==> src/rtl/apb_bus_master_if.sv <==
// APB bus bundle between the CPU bridge and its five peripheral slaves.
// The master drives address, data, strobes and selects; slaves return data and ready.
interface apb_bus_master_if;
    logic [31:0] PADDR;
    logic [31:0] PWDATA;
    logic        PWRITE;
    logic [3:0]  PSTRB;
    logic        PENABLE;
    logic        PSEL0;
    logic        PSEL1;
    logic        PSEL2;
    logic        PSEL3;
    logic        PSEL4;
    logic [31:0] PRDATA0;
    logic [31:0] PRDATA1;
    logic [31:0] PRDATA2;
    logic [31:0] PRDATA3;
    logic [31:0] PRDATA4;
    logic        PREADY0;
    logic        PREADY1;
    logic        PREADY2;
    logic        PREADY3;
    logic        PREADY4;

    modport master (
        output PADDR, PWDATA, PWRITE, PSTRB, PENABLE,
        output PSEL0, PSEL1, PSEL2, PSEL3, PSEL4,
        input  PRDATA0, PRDATA1, PRDATA2, PRDATA3, PRDATA4,
        input  PREADY0, PREADY1, PREADY2, PREADY3, PREADY4
    );

    modport slave (
        input  PADDR, PWDATA, PWRITE, PSTRB, PENABLE,
        input  PSEL0, PSEL1, PSEL2, PSEL3, PSEL4,
        output PRDATA0, PRDATA1, PRDATA2, PRDATA3, PRDATA4,
        output PREADY0, PREADY1, PREADY2, PREADY3, PREADY4
    );
endinterface

==> src/rtl/apb_bus_master.sv <==
// Bridge from the RV32I core data port to APB: one request at a time, five decoded slaves,
// wait states with a bounded timeout, and a single-cycle ready/err completion pulse.
module apb_bus_master #(
    parameter int TIMEOUT = 255
) (
    input  logic             clk,
    input  logic             reset,
    input  logic             transfer,
    input  logic             write,
    input  logic [31:0]      addr,
    input  logic [31:0]      wdata,
    input  logic [2:0]       strb,
    output logic [31:0]      rdata,
    output logic             ready,
    output logic             err,
    apb_bus_master_if.master apb
);

    typedef enum logic [1:0] {IDLE, SETUP, ACCESS, ERROR} state_t;

    localparam logic [15:0] LAST_WAIT = 16'(TIMEOUT - 1);

    state_t      state;
    state_t      state_next;
    logic [15:0] wait_cnt;
    logic [2:0]  sel_idx;
    logic [31:0] paddr_q;
    logic [31:0] pwdata_q;
    logic        pwrite_q;
    logic [3:0]  pstrb_q;

    logic [2:0]  dec_idx;
    logic        dec_hit;
    logic [3:0]  lane_strb;
    logic [31:0] lane_wdata;
    logic        sel_ready;
    logic [31:0] sel_rdata;
    logic        timed_out;
    logic        bus_active;

    always_comb begin
        dec_hit = 1'b1;
        dec_idx = 3'd0;
        case (addr[31:12])
            20'h10000: dec_idx = 3'd0;
            20'h10001: dec_idx = 3'd1;
            20'h10002: dec_idx = 3'd2;
            20'h10003: dec_idx = 3'd3;
            20'h10004: dec_idx = 3'd4;
            default:   dec_hit = 1'b0;
        endcase
    end

    // funct3 bit 2 only distinguishes signed/unsigned loads, so it never affects the lanes
    always_comb begin
        lane_strb  = 4'b1111;
        lane_wdata = wdata;
        casez (strb)
            3'b?00: begin
                lane_strb  = 4'b0001 << addr[1:0];
                lane_wdata = {4{wdata[7:0]}};
            end
            3'b?01: begin
                lane_strb  = 4'b0011 << {addr[1], 1'b0};
                lane_wdata = {2{wdata[15:0]}};
            end
            default: begin
                lane_strb  = 4'b1111;
                lane_wdata = wdata;
            end
        endcase
        if (!write) begin
            lane_strb = 4'b0000;
        end
    end

    always_comb begin
        sel_ready = 1'b0;
        sel_rdata = 32'd0;
        case (sel_idx)
            3'd0: begin sel_ready = apb.PREADY0; sel_rdata = apb.PRDATA0; end
            3'd1: begin sel_ready = apb.PREADY1; sel_rdata = apb.PRDATA1; end
            3'd2: begin sel_ready = apb.PREADY2; sel_rdata = apb.PRDATA2; end
            3'd3: begin sel_ready = apb.PREADY3; sel_rdata = apb.PRDATA3; end
            3'd4: begin sel_ready = apb.PREADY4; sel_rdata = apb.PRDATA4; end
            default: begin sel_ready = 1'b0; sel_rdata = 32'd0; end
        endcase
    end

    assign timed_out = (wait_cnt == LAST_WAIT);

    always_ff @(posedge clk or negedge reset) begin
        if (!reset) begin
            state <= IDLE;
        end else begin
            state <= state_next;
        end
    end

    always_comb begin
        state_next = state;
        ready      = 1'b0;
        err        = 1'b0;
        rdata      = 32'd0;
        case (state)
            IDLE: begin
                if (transfer) begin
                    state_next = dec_hit ? SETUP : ERROR;
                end
            end
            SETUP: begin
                state_next = ACCESS;
            end
            ACCESS: begin
                if (sel_ready) begin
                    ready      = 1'b1;
                    rdata      = sel_rdata;
                    state_next = IDLE;
                end else if (timed_out) begin
                    ready      = 1'b1;
                    err        = 1'b1;
                    state_next = IDLE;
                end
            end
            ERROR: begin
                ready      = 1'b1;
                err        = 1'b1;
                state_next = IDLE;
            end
            default: begin
                state_next = IDLE;
            end
        endcase
    end

    // SETUP always precedes ACCESS, so clearing there gives a fresh count on ACCESS entry
    always_ff @(posedge clk or negedge reset) begin
        if (!reset) begin
            wait_cnt <= 16'd0;
        end else if (state == SETUP) begin
            wait_cnt <= 16'd0;
        end else if (state == ACCESS && !sel_ready) begin
            wait_cnt <= wait_cnt + 16'd1;
        end
    end

    always_ff @(posedge clk or negedge reset) begin
        if (!reset) begin
            paddr_q  <= 32'd0;
            pwdata_q <= 32'd0;
            pwrite_q <= 1'b0;
            pstrb_q  <= 4'd0;
            sel_idx  <= 3'd0;
        end else if (state == IDLE && transfer) begin
            paddr_q  <= addr;
            pwdata_q <= lane_wdata;
            pwrite_q <= write;
            pstrb_q  <= lane_strb;
            sel_idx  <= dec_idx;
        end
    end

    assign bus_active  = (state == SETUP) || (state == ACCESS);
    assign apb.PADDR   = paddr_q;
    assign apb.PWDATA  = pwdata_q;
    assign apb.PWRITE  = pwrite_q;
    assign apb.PSTRB   = pstrb_q;
    assign apb.PENABLE = (state == ACCESS);
    assign apb.PSEL0   = bus_active && (sel_idx == 3'd0);
    assign apb.PSEL1   = bus_active && (sel_idx == 3'd1);
    assign apb.PSEL2   = bus_active && (sel_idx == 3'd2);
    assign apb.PSEL3   = bus_active && (sel_idx == 3'd3);
    assign apb.PSEL4   = bus_active && (sel_idx == 3'd4);

endmodule

==> src/flat_wrapper.sv <==
// flat-port wrapper written by rule: the top's interface ports become plain ports
module apb_bus_master_flat 
#(
    parameter int TIMEOUT = 255
)
  (clk, reset, transfer, write, addr, wdata, strb, rdata, ready, err, apb_PADDR, apb_PWDATA, apb_PWRITE, apb_PSTRB, apb_PENABLE, apb_PSEL0, apb_PSEL1, apb_PSEL2, apb_PSEL3, apb_PSEL4, apb_PRDATA0, apb_PRDATA1, apb_PRDATA2, apb_PRDATA3, apb_PRDATA4, apb_PREADY0, apb_PREADY1, apb_PREADY2, apb_PREADY3, apb_PREADY4);
  apb_bus_master_if apb_i ();
  input  logic clk;
  input  logic reset;
  input  logic transfer;
  input  logic write;
  input  logic [31:0] addr;
  input  logic [31:0] wdata;
  input  logic [2:0] strb;
  output logic [31:0] rdata;
  output logic ready;
  output logic err;
  output wire logic [$bits(apb_i.PADDR)-1:0] apb_PADDR;
  output wire logic [$bits(apb_i.PWDATA)-1:0] apb_PWDATA;
  output wire logic [$bits(apb_i.PWRITE)-1:0] apb_PWRITE;
  output wire logic [$bits(apb_i.PSTRB)-1:0] apb_PSTRB;
  output wire logic [$bits(apb_i.PENABLE)-1:0] apb_PENABLE;
  output wire logic [$bits(apb_i.PSEL0)-1:0] apb_PSEL0;
  output wire logic [$bits(apb_i.PSEL1)-1:0] apb_PSEL1;
  output wire logic [$bits(apb_i.PSEL2)-1:0] apb_PSEL2;
  output wire logic [$bits(apb_i.PSEL3)-1:0] apb_PSEL3;
  output wire logic [$bits(apb_i.PSEL4)-1:0] apb_PSEL4;
  input wire logic [$bits(apb_i.PRDATA0)-1:0] apb_PRDATA0;
  input wire logic [$bits(apb_i.PRDATA1)-1:0] apb_PRDATA1;
  input wire logic [$bits(apb_i.PRDATA2)-1:0] apb_PRDATA2;
  input wire logic [$bits(apb_i.PRDATA3)-1:0] apb_PRDATA3;
  input wire logic [$bits(apb_i.PRDATA4)-1:0] apb_PRDATA4;
  input wire logic [$bits(apb_i.PREADY0)-1:0] apb_PREADY0;
  input wire logic [$bits(apb_i.PREADY1)-1:0] apb_PREADY1;
  input wire logic [$bits(apb_i.PREADY2)-1:0] apb_PREADY2;
  input wire logic [$bits(apb_i.PREADY3)-1:0] apb_PREADY3;
  input wire logic [$bits(apb_i.PREADY4)-1:0] apb_PREADY4;
  assign apb_PADDR = apb_i.PADDR;
  assign apb_PWDATA = apb_i.PWDATA;
  assign apb_PWRITE = apb_i.PWRITE;
  assign apb_PSTRB = apb_i.PSTRB;
  assign apb_PENABLE = apb_i.PENABLE;
  assign apb_PSEL0 = apb_i.PSEL0;
  assign apb_PSEL1 = apb_i.PSEL1;
  assign apb_PSEL2 = apb_i.PSEL2;
  assign apb_PSEL3 = apb_i.PSEL3;
  assign apb_PSEL4 = apb_i.PSEL4;
  assign apb_i.PRDATA0 = apb_PRDATA0;
  assign apb_i.PRDATA1 = apb_PRDATA1;
  assign apb_i.PRDATA2 = apb_PRDATA2;
  assign apb_i.PRDATA3 = apb_PRDATA3;
  assign apb_i.PRDATA4 = apb_PRDATA4;
  assign apb_i.PREADY0 = apb_PREADY0;
  assign apb_i.PREADY1 = apb_PREADY1;
  assign apb_i.PREADY2 = apb_PREADY2;
  assign apb_i.PREADY3 = apb_PREADY3;
  assign apb_i.PREADY4 = apb_PREADY4;
  apb_bus_master #(.TIMEOUT(TIMEOUT)) u_core (.clk(clk), .reset(reset), .transfer(transfer), .write(write), .addr(addr), .wdata(wdata), .strb(strb), .rdata(rdata), .ready(ready), .err(err), .apb(apb_i));
endmodule
==> config.mk <==
export PLATFORM = sky130hd
export DESIGN_NAME = apb_bus_master_flat
export DESIGN_NICKNAME = d
export VERILOG_FILES = /design/src/rtl/apb_bus_master_if.sv /design/src/rtl/apb_bus_master.sv /design/src/flat_wrapper.sv
export SDC_FILE = /design/constraint.sdc
export NUM_CORES = 1
export LEC_CHECK = 0
export ABC_AREA = 1
export CORE_AREA = 2 2 132 134
export CTS_BUF_LIST = sky130_fd_sc_hd__clkbuf_8
export DETAILED_ROUTE_END_ITERATION = 7
export DIE_AREA = 0 0 134 136
export PLACE_DENSITY = 0.76
export SLEW_MARGIN = 25
export SYNTH_ARGS = -nofsm -noshare
export SYNTH_HDL_FRONTEND = slang
export SYNTH_SLANG_ARGS = --single-unit
==> constraint.sdc <==
create_clock -name clk -period 2.1 [get_ports clk]
set_clock_uncertainty 0.1 [all_clocks]
set_input_delay 0.21 -clock clk [delete_from_list [all_inputs] [get_ports clk]]
set_output_delay 0.21 -clock clk [all_outputs]
set_load 0.05 [all_outputs]
Word level (Yosys, flattened, before mapping)
Cells that the tools add are included.
{"block": "word_totals", "out_inout_bits": 109, "wordCells": 62, "reg_bits": 90, "in_bits": 236}
{"block": "classes", "reduce_logical": 15, "shift": 2, "eq_ne": 16, "muxes": 21, "add_sub_neg": 1}
{"op": "$pmux 32 s5", "count": 1}
{"op": "$eq 20x17->1 const B", "count": 5}
{"op": "$mux 32", "count": 2}
{"op": "$pmux 32 s2", "count": 1}
{"op": "$mux 16", "count": 2}
{"op": "$add 16x1->16 const B", "count": 1}
{"op": "$eq 16x8->1 const B", "count": 1}
{"op": "$pmux 3 s4", "count": 1}
{"op": "$mux 2", "count": 4}
{"op": "$pmux 2 s4", "count": 1}
{"op": "$pmux 4 s2", "count": 1}
{"op": "$logic_and 1x1->1", "count": 7}
{"op": "$eq 3x2->1 const B", "count": 2}
{"op": "$pmux 1 s5", "count": 1}
{"op": "$reduce_or 5->1", "count": 1}
{"op": "$eq 2x1->1 const B", "count": 2}
{"op": "$eq 2x2->1 const B", "count": 2}
{"op": "$logic_not 2->1", "count": 2}
{"op": "$mux 1", "count": 4}
{"op": "$mux 4", "count": 1}
{"op": "$pmux 1 s2", "count": 2}
{"op": "$shl 1x2->4 const A", "count": 1}
{"op": "$shl 2x2->4 const A", "count": 1}
{"op": "$eq 3x1->1 const B", "count": 1}
{"op": "8 further kinds", "count": 8}

Depth between registers and ports, before layout
Gate-level depths: netlist of run 1.
{"block": "depth", "depth_word": 6, "mapped_depth": 11}

Worst setup path after synthesis of run 1
OpenSTA, ideal clock, no wires.
{"block": "synth_timing", "kind": "register to output", "startpoint": "register u_core.state[0]", "endpoint": "output apb_PSEL0", "stages_incl_launch_ff": 5, "path_slack_ns": -0.492, "arrival_ns": 2.282, "path_cell_list": "dfrtp_1 inv_1 ha_1 inv_1 nor4_1"}
{"block": "synth_between", "elab_chain_len": 3, "elab_cells_between_ends": 4, "classes_between": "eq/ne (2); reduce/logical (2)"}
{"element": "start, declared", "line": "apb_bus_master.sv:23", "source": "state_t state;"}
{"element": "start signal, assigned", "line": "apb_bus_master.sv:96", "source": "state <= state_next;"}
{"element": "$eq 2x1->1 / $eq 2x2->1 (equally long branches)", "line": "apb_bus_master.sv:163", "source": "assign bus_active = (state == SETUP) || (state == ACCESS);"}
{"element": "$logic_or 1x1->1 (*)", "line": "apb_bus_master.sv:163"}
{"element": "$logic_and 1x1->1 (*)", "line": "apb_bus_master.sv:169", "source": "assign apb.PSEL0 = bus_active && (sel_idx == 3'd0);"}
{"element": "end, declared", "line": "flat_wrapper.sv:23", "source": "output wire logic [$bits(apb_i.PSEL0)-1:0] apb_PSEL0;"}
Mark *: on every way between the ends. The rest lies on a longest branch, timed or not.

Final worst setup path of run 1
{"block": "layout_timing", "startpoint": "register u_core.sel_idx[0]", "endpoint": "output rdata[28]"}
{"block": "layout_between", "elab_chain_len": 4, "elab_cells_between_ends": 9, "classes_between": "eq/ne (4); mux (4); reduce/logical (1)"}
{"element": "start, declared", "line": "apb_bus_master.sv:26", "source": "logic [2:0] sel_idx;"}
{"element": "start signal, assigned", "line": "apb_bus_master.sv:159", "source": "sel_idx <= dec_idx;"}
{"element": "$eq 3x3->1 (tied with other cells)", "line": "apb_bus_master.sv:80", "source": "case (sel_idx)"}
{"element": "$pmux 32 s5 / $pmux 1 s5 (equally long branches)", "line": "apb_bus_master.sv:80"}
{"element": "$mux 32 (*)", "line": "apb_bus_master.sv:115", "source": "if (sel_ready) begin"}
{"element": "$mux 32 (*)", "line": "apb_bus_master.sv:105", "source": "case (state)"}
{"element": "end, declared", "line": "flat_wrapper.sv:15", "source": "output logic [31:0] rdata;"}
Marked as above.

==> impl_metrics.env, run 1 <==
export IMPL_wl_met3_mm=2.28
export IMPL_num_fill_cells=1408
export IMPL_remaining_drc_errors=0
export IMPL_tightestPinTransition_ps=604
export IMPL_worstPathArrival_ps=1910
export IMPL_grt_overflow_total=0
export IMPL_vias=7345
export IMPL_crit_path_max_incr_delay_ps=460
export IMPL_slew_viol_final=0
export IMPL_nets=1497
export IMPL_synth_avg_cell_area_um2=6.55
export IMPL_ant_nets=0
export IMPL_power_density_nw_per_um2=1030
export IMPL_swShare_pct=50.6
export IMPL_layout_min_cycle_time_ps=2220
export IMPL_r2r_slack_ps=220
export IMPL_hold_path_end="u_core.apb.PADDR[8]"
export IMPL_crit_family="buffers and inverters"
export IMPL_place_congestion=0.935
export IMPL_synth_seq_cells=90
export IMPL_timing_rr_start="u_core.wait_cnt[0]"
export IMPL_synthCells=906
export IMPL_comb_power_share_pct=65.8
export IMPL_core_area_um2=16900
export IMPL_io_pins=345
export IMPL_timing_rr_end="u_core.wait_cnt[8]"
export IMPL_cp_num_buf_inv=3
export IMPL_final_core_util_pct=65.8
export IMPL_dp_slack_ps=128
export IMPL_r2r_cells=10
export IMPL_dp_cells=1445
export IMPL_yosysUniqueCellTypes=28
export IMPL_cp_slowest_cell="dfrtp_2"
export IMPL_fp_dieW_um=134
export IMPL_htree_levels=3
export IMPL_layout_drive_gt1_share_pct=15.3
export IMPL_area_growth_pct=87.1
export IMPL_power_internal_mw=5.64
export IMPL_hp_class="in -> reg"
export IMPL_ctsLongestPathBuffers=2
export IMPL_p_sw_mw=5.77
export IMPL_setup_slack_ps=-119
export IMPL_hold_path_depth=3
export IMPL_cts_buffers=9
export IMPL_clkTransAtPathRegs_ps=100
export IMPL_m1WireLength_mm=9.73
export IMPL_violations="negative setup slack"
export IMPL_wl_mm=25.6
export IMPL_cts_tree="done"
export IMPL_grt_max_degree=91
export IMPL_port_buffers=343
export IMPL_syn_nets=1149
export IMPL_path_cells="buf_4, nand4_1, nand2_1, nor2_2, nand2_2, nand2_4, buf_16, a21oi_4, buf_12"
export IMPL_fin_cells=1485
export IMPL_dr_wl_met2_mm=12.5
export IMPL_finalSetupViolations=34
export IMPL_fmax_mhz=451
export IMPL_antenna_found_initial=2
export IMPL_power_leakage_nw=5.10
export IMPL_peakVddDrop_mv=0.940
export IMPL_grt_first_pass_wirelength_mm=37.7
export IMPL_path_max_fanout=11
export IMPL_vias_per_cell=4.95
export IMPL_critPathCaptureType="output pin"
export IMPL_dieArea_um2=18200
export IMPL_grt_pass1_vias=6985
export IMPL_insertion_delay_ps=360
export IMPL_status="complete, but fails checks"
export IMPL_rows=48
export IMPL_track_usage_pct=26.6
export IMPL_tns_ps=-3250
export IMPL_post_dp_hpwl_mm=18.9
export IMPL_hp_start="addr[8]"
export IMPL_max_slew_margin_rel_pct=59.6
export IMPL_power_frac_clock_pct=9.7
export IMPL_yosysWarnings=0
export IMPL_dr_pass1_iters=6
export IMPL_rsz0062_at_grt="yes"
export IMPL_drt_iter0_drc=295
export IMPL_clkSinkCount=90
export IMPL_syn_area_um2=5930
export IMPL_startpoint_type="register"
export IMPL_pwr_share_seq_pct=24.4
export IMPL_wl_per_cell_um=17.2
export IMPL_initial_core_util_pct=35.1
export IMPL_required_ps=1790
export IMPL_fp_dieH_um=136
export IMPL_synth_seq_area_share_pct=38.0
export IMPL_dr_max_layer_used="met5"
export IMPL_root_buffer="clkbuf_8"
export IMPL_finalCritPeriodShare_pct=106
export IMPL_cap_violations=0
export IMPL_critPathKind="reg -> out"
export IMPL_finalHoldViolations=0
what timing repair did:
action,in CTS,in global routing
pin swaps,27,14
setup endpoints to repair,36,38
endpoints found under the hold margin,90,0
hold buffers,1,0
setup buffers,9,9
resized for setup,74,34
cloned,4,1
placed cells by master, fill, tap and decap left out, drive strengths merged, types with 2 or more instances in the layout:
cell type / count
dfrtp: 90
nor4: 2
o22ai: 32
o21ai: 74
ha: 7
xor2: 8
clkinv: 5
nand4: 10
nand2: 223
clkdlybuf4s50: 302
a21oi: 66
inv: 136
buf: 86
clkbuf: 11
nor3: 3
nor2: 90
nand3: 108
registers in the layout, indices dropped and copies added (netlist names):
signal and cells:
u_core.apb.PADDR 32, u_core.apb.PWDATA 32, u_core.wait_cnt 16, u_core.apb.PSTRB 4, u_core.sel_idx 3, u_core.state 2, u_core.apb.PWRITE 1
power groups by stage:
stage | registers (mW) | logic [mW] | clock network (mW)
after floorplan | 4.92 | 1.98 | 0
final | 2.79 | 7.51 | 1.11
after CTS | 2.79 | 7.43 | 1.14
after global routing | 2.88 | 7.90 | 1.22
after global placement | 2.79 | 7.13 | 0
after detailed placement | 2.80 | 7.20 | 0
per-layer routing:
metal / track usage [%] / vias up
met5: 0 / -
met4: 12.1 / 2
met3: 7.90 / 64
met2: 46.4 / 315
met1: 29.9 / 3374
li1: - / 3590
logic make-up after synthesis:
family                   after synthesis  share of synthesized area [%]
AND/OR/NAND/NOR                      437                           31.0
buffers and inverters                189                           12.7
AO/OA/AOI/OAI                        175                           15.6
flip-flops                            90                           38.0
XOR/XNOR                               8                           1.18
adder cells (fa/ha/maj)                7                           1.48
tightest hold or removal path: cells and delay by family:
kind / cells / cell delay [ps]
AND/OR/NAND/NOR: 2 / 100
buffers and inverters: 1 / 400
synth_stat cells:
master,number,area [um2]
nand2_1,221,830
inv_1,133,499
nand3_1,106,531
dfrtp_1,90,2250
nor2_1,86,323
o21ai_0,74,370
a21oi_1,66,330
o22ai_1,32,200
clkbuf_1,31,116
buf_2,13,65.1
nand4_1,10,62.6
xor2_1,8,70.1
ha_1,7,87.6
buf_4,4,30.0
nor2_2,4,25.0
buf_1,3,11.3
nor3_1,3,15.0
buf_6,2,22.5
clkinv_1,2,7.51
nand3_2,2,20.0
nor4_1,2,12.5
a22o_1,1,8.76
inv_2,1,3.75
nand2_2,1,6.26
nand2_4,1,11.3
o21bai_1,1,7.51
o31ai_1,1,7.51
or2_2,1,6.26
cell type report:
type	count	area (um2)	share of cell area, %
diodes	1	2.50	0.0225
repair buffers	390	4400	39.6
inverters	136	513	4.62
clock buffers	10	138	1.24
well taps	225	282	2.54
flip-flops and latches	90	2260	20.3
multi-input cells	627	3470	31.3
clock inverters	6	42.5	0.383
worst max path at each step:
stage | startpoint | to | slack, ps | cells past startpoint
after floorplan | u_core.state[0] | apb_PSEL0 | -490 | 4
after global placement | apb_PREADY3 | rdata[25] | 120 | 9
after detailed placement | u_core.sel_idx[1] | rdata[25] | 130 | 9
after CTS | u_core.sel_idx[0] | rdata[21] | -110 | 9
after global routing | u_core.sel_idx[0] | rdata[18] | -190 | 9
final | u_core.sel_idx[0] | rdata[28] | -120 | 9
per-stage QoR:
step	hold WS [ps]	instance area (um2)	power (mW)
2_1_floorplan	-186	6050	6.90
3_3_place_gp	198	10200	9.92
3_5_place_dp	194	10200	10.0
4_1_cts	259	10900	11.4
5_1_grt	281	11100	12.0
6_report	276	11100	11.4
(Power assumes the default switching activity.)
==> inputs of run 2 (changes only) <==
--- a/config.mk
+++ b/config.mk
@@ -6,6 +6,7 @@
 export NUM_CORES = 1
 export LEC_CHECK = 0
 export ABC_AREA = 1
+export CAP_MARGIN = 30
 export CORE_AREA = 2 2 132 134
 export CTS_BUF_LIST = sky130_fd_sc_hd__clkbuf_8
 export DETAILED_ROUTE_END_ITERATION = 7
==> results of run 2 <==
Same layout as run 1: the final DEF is identical, and so are final timing and power.
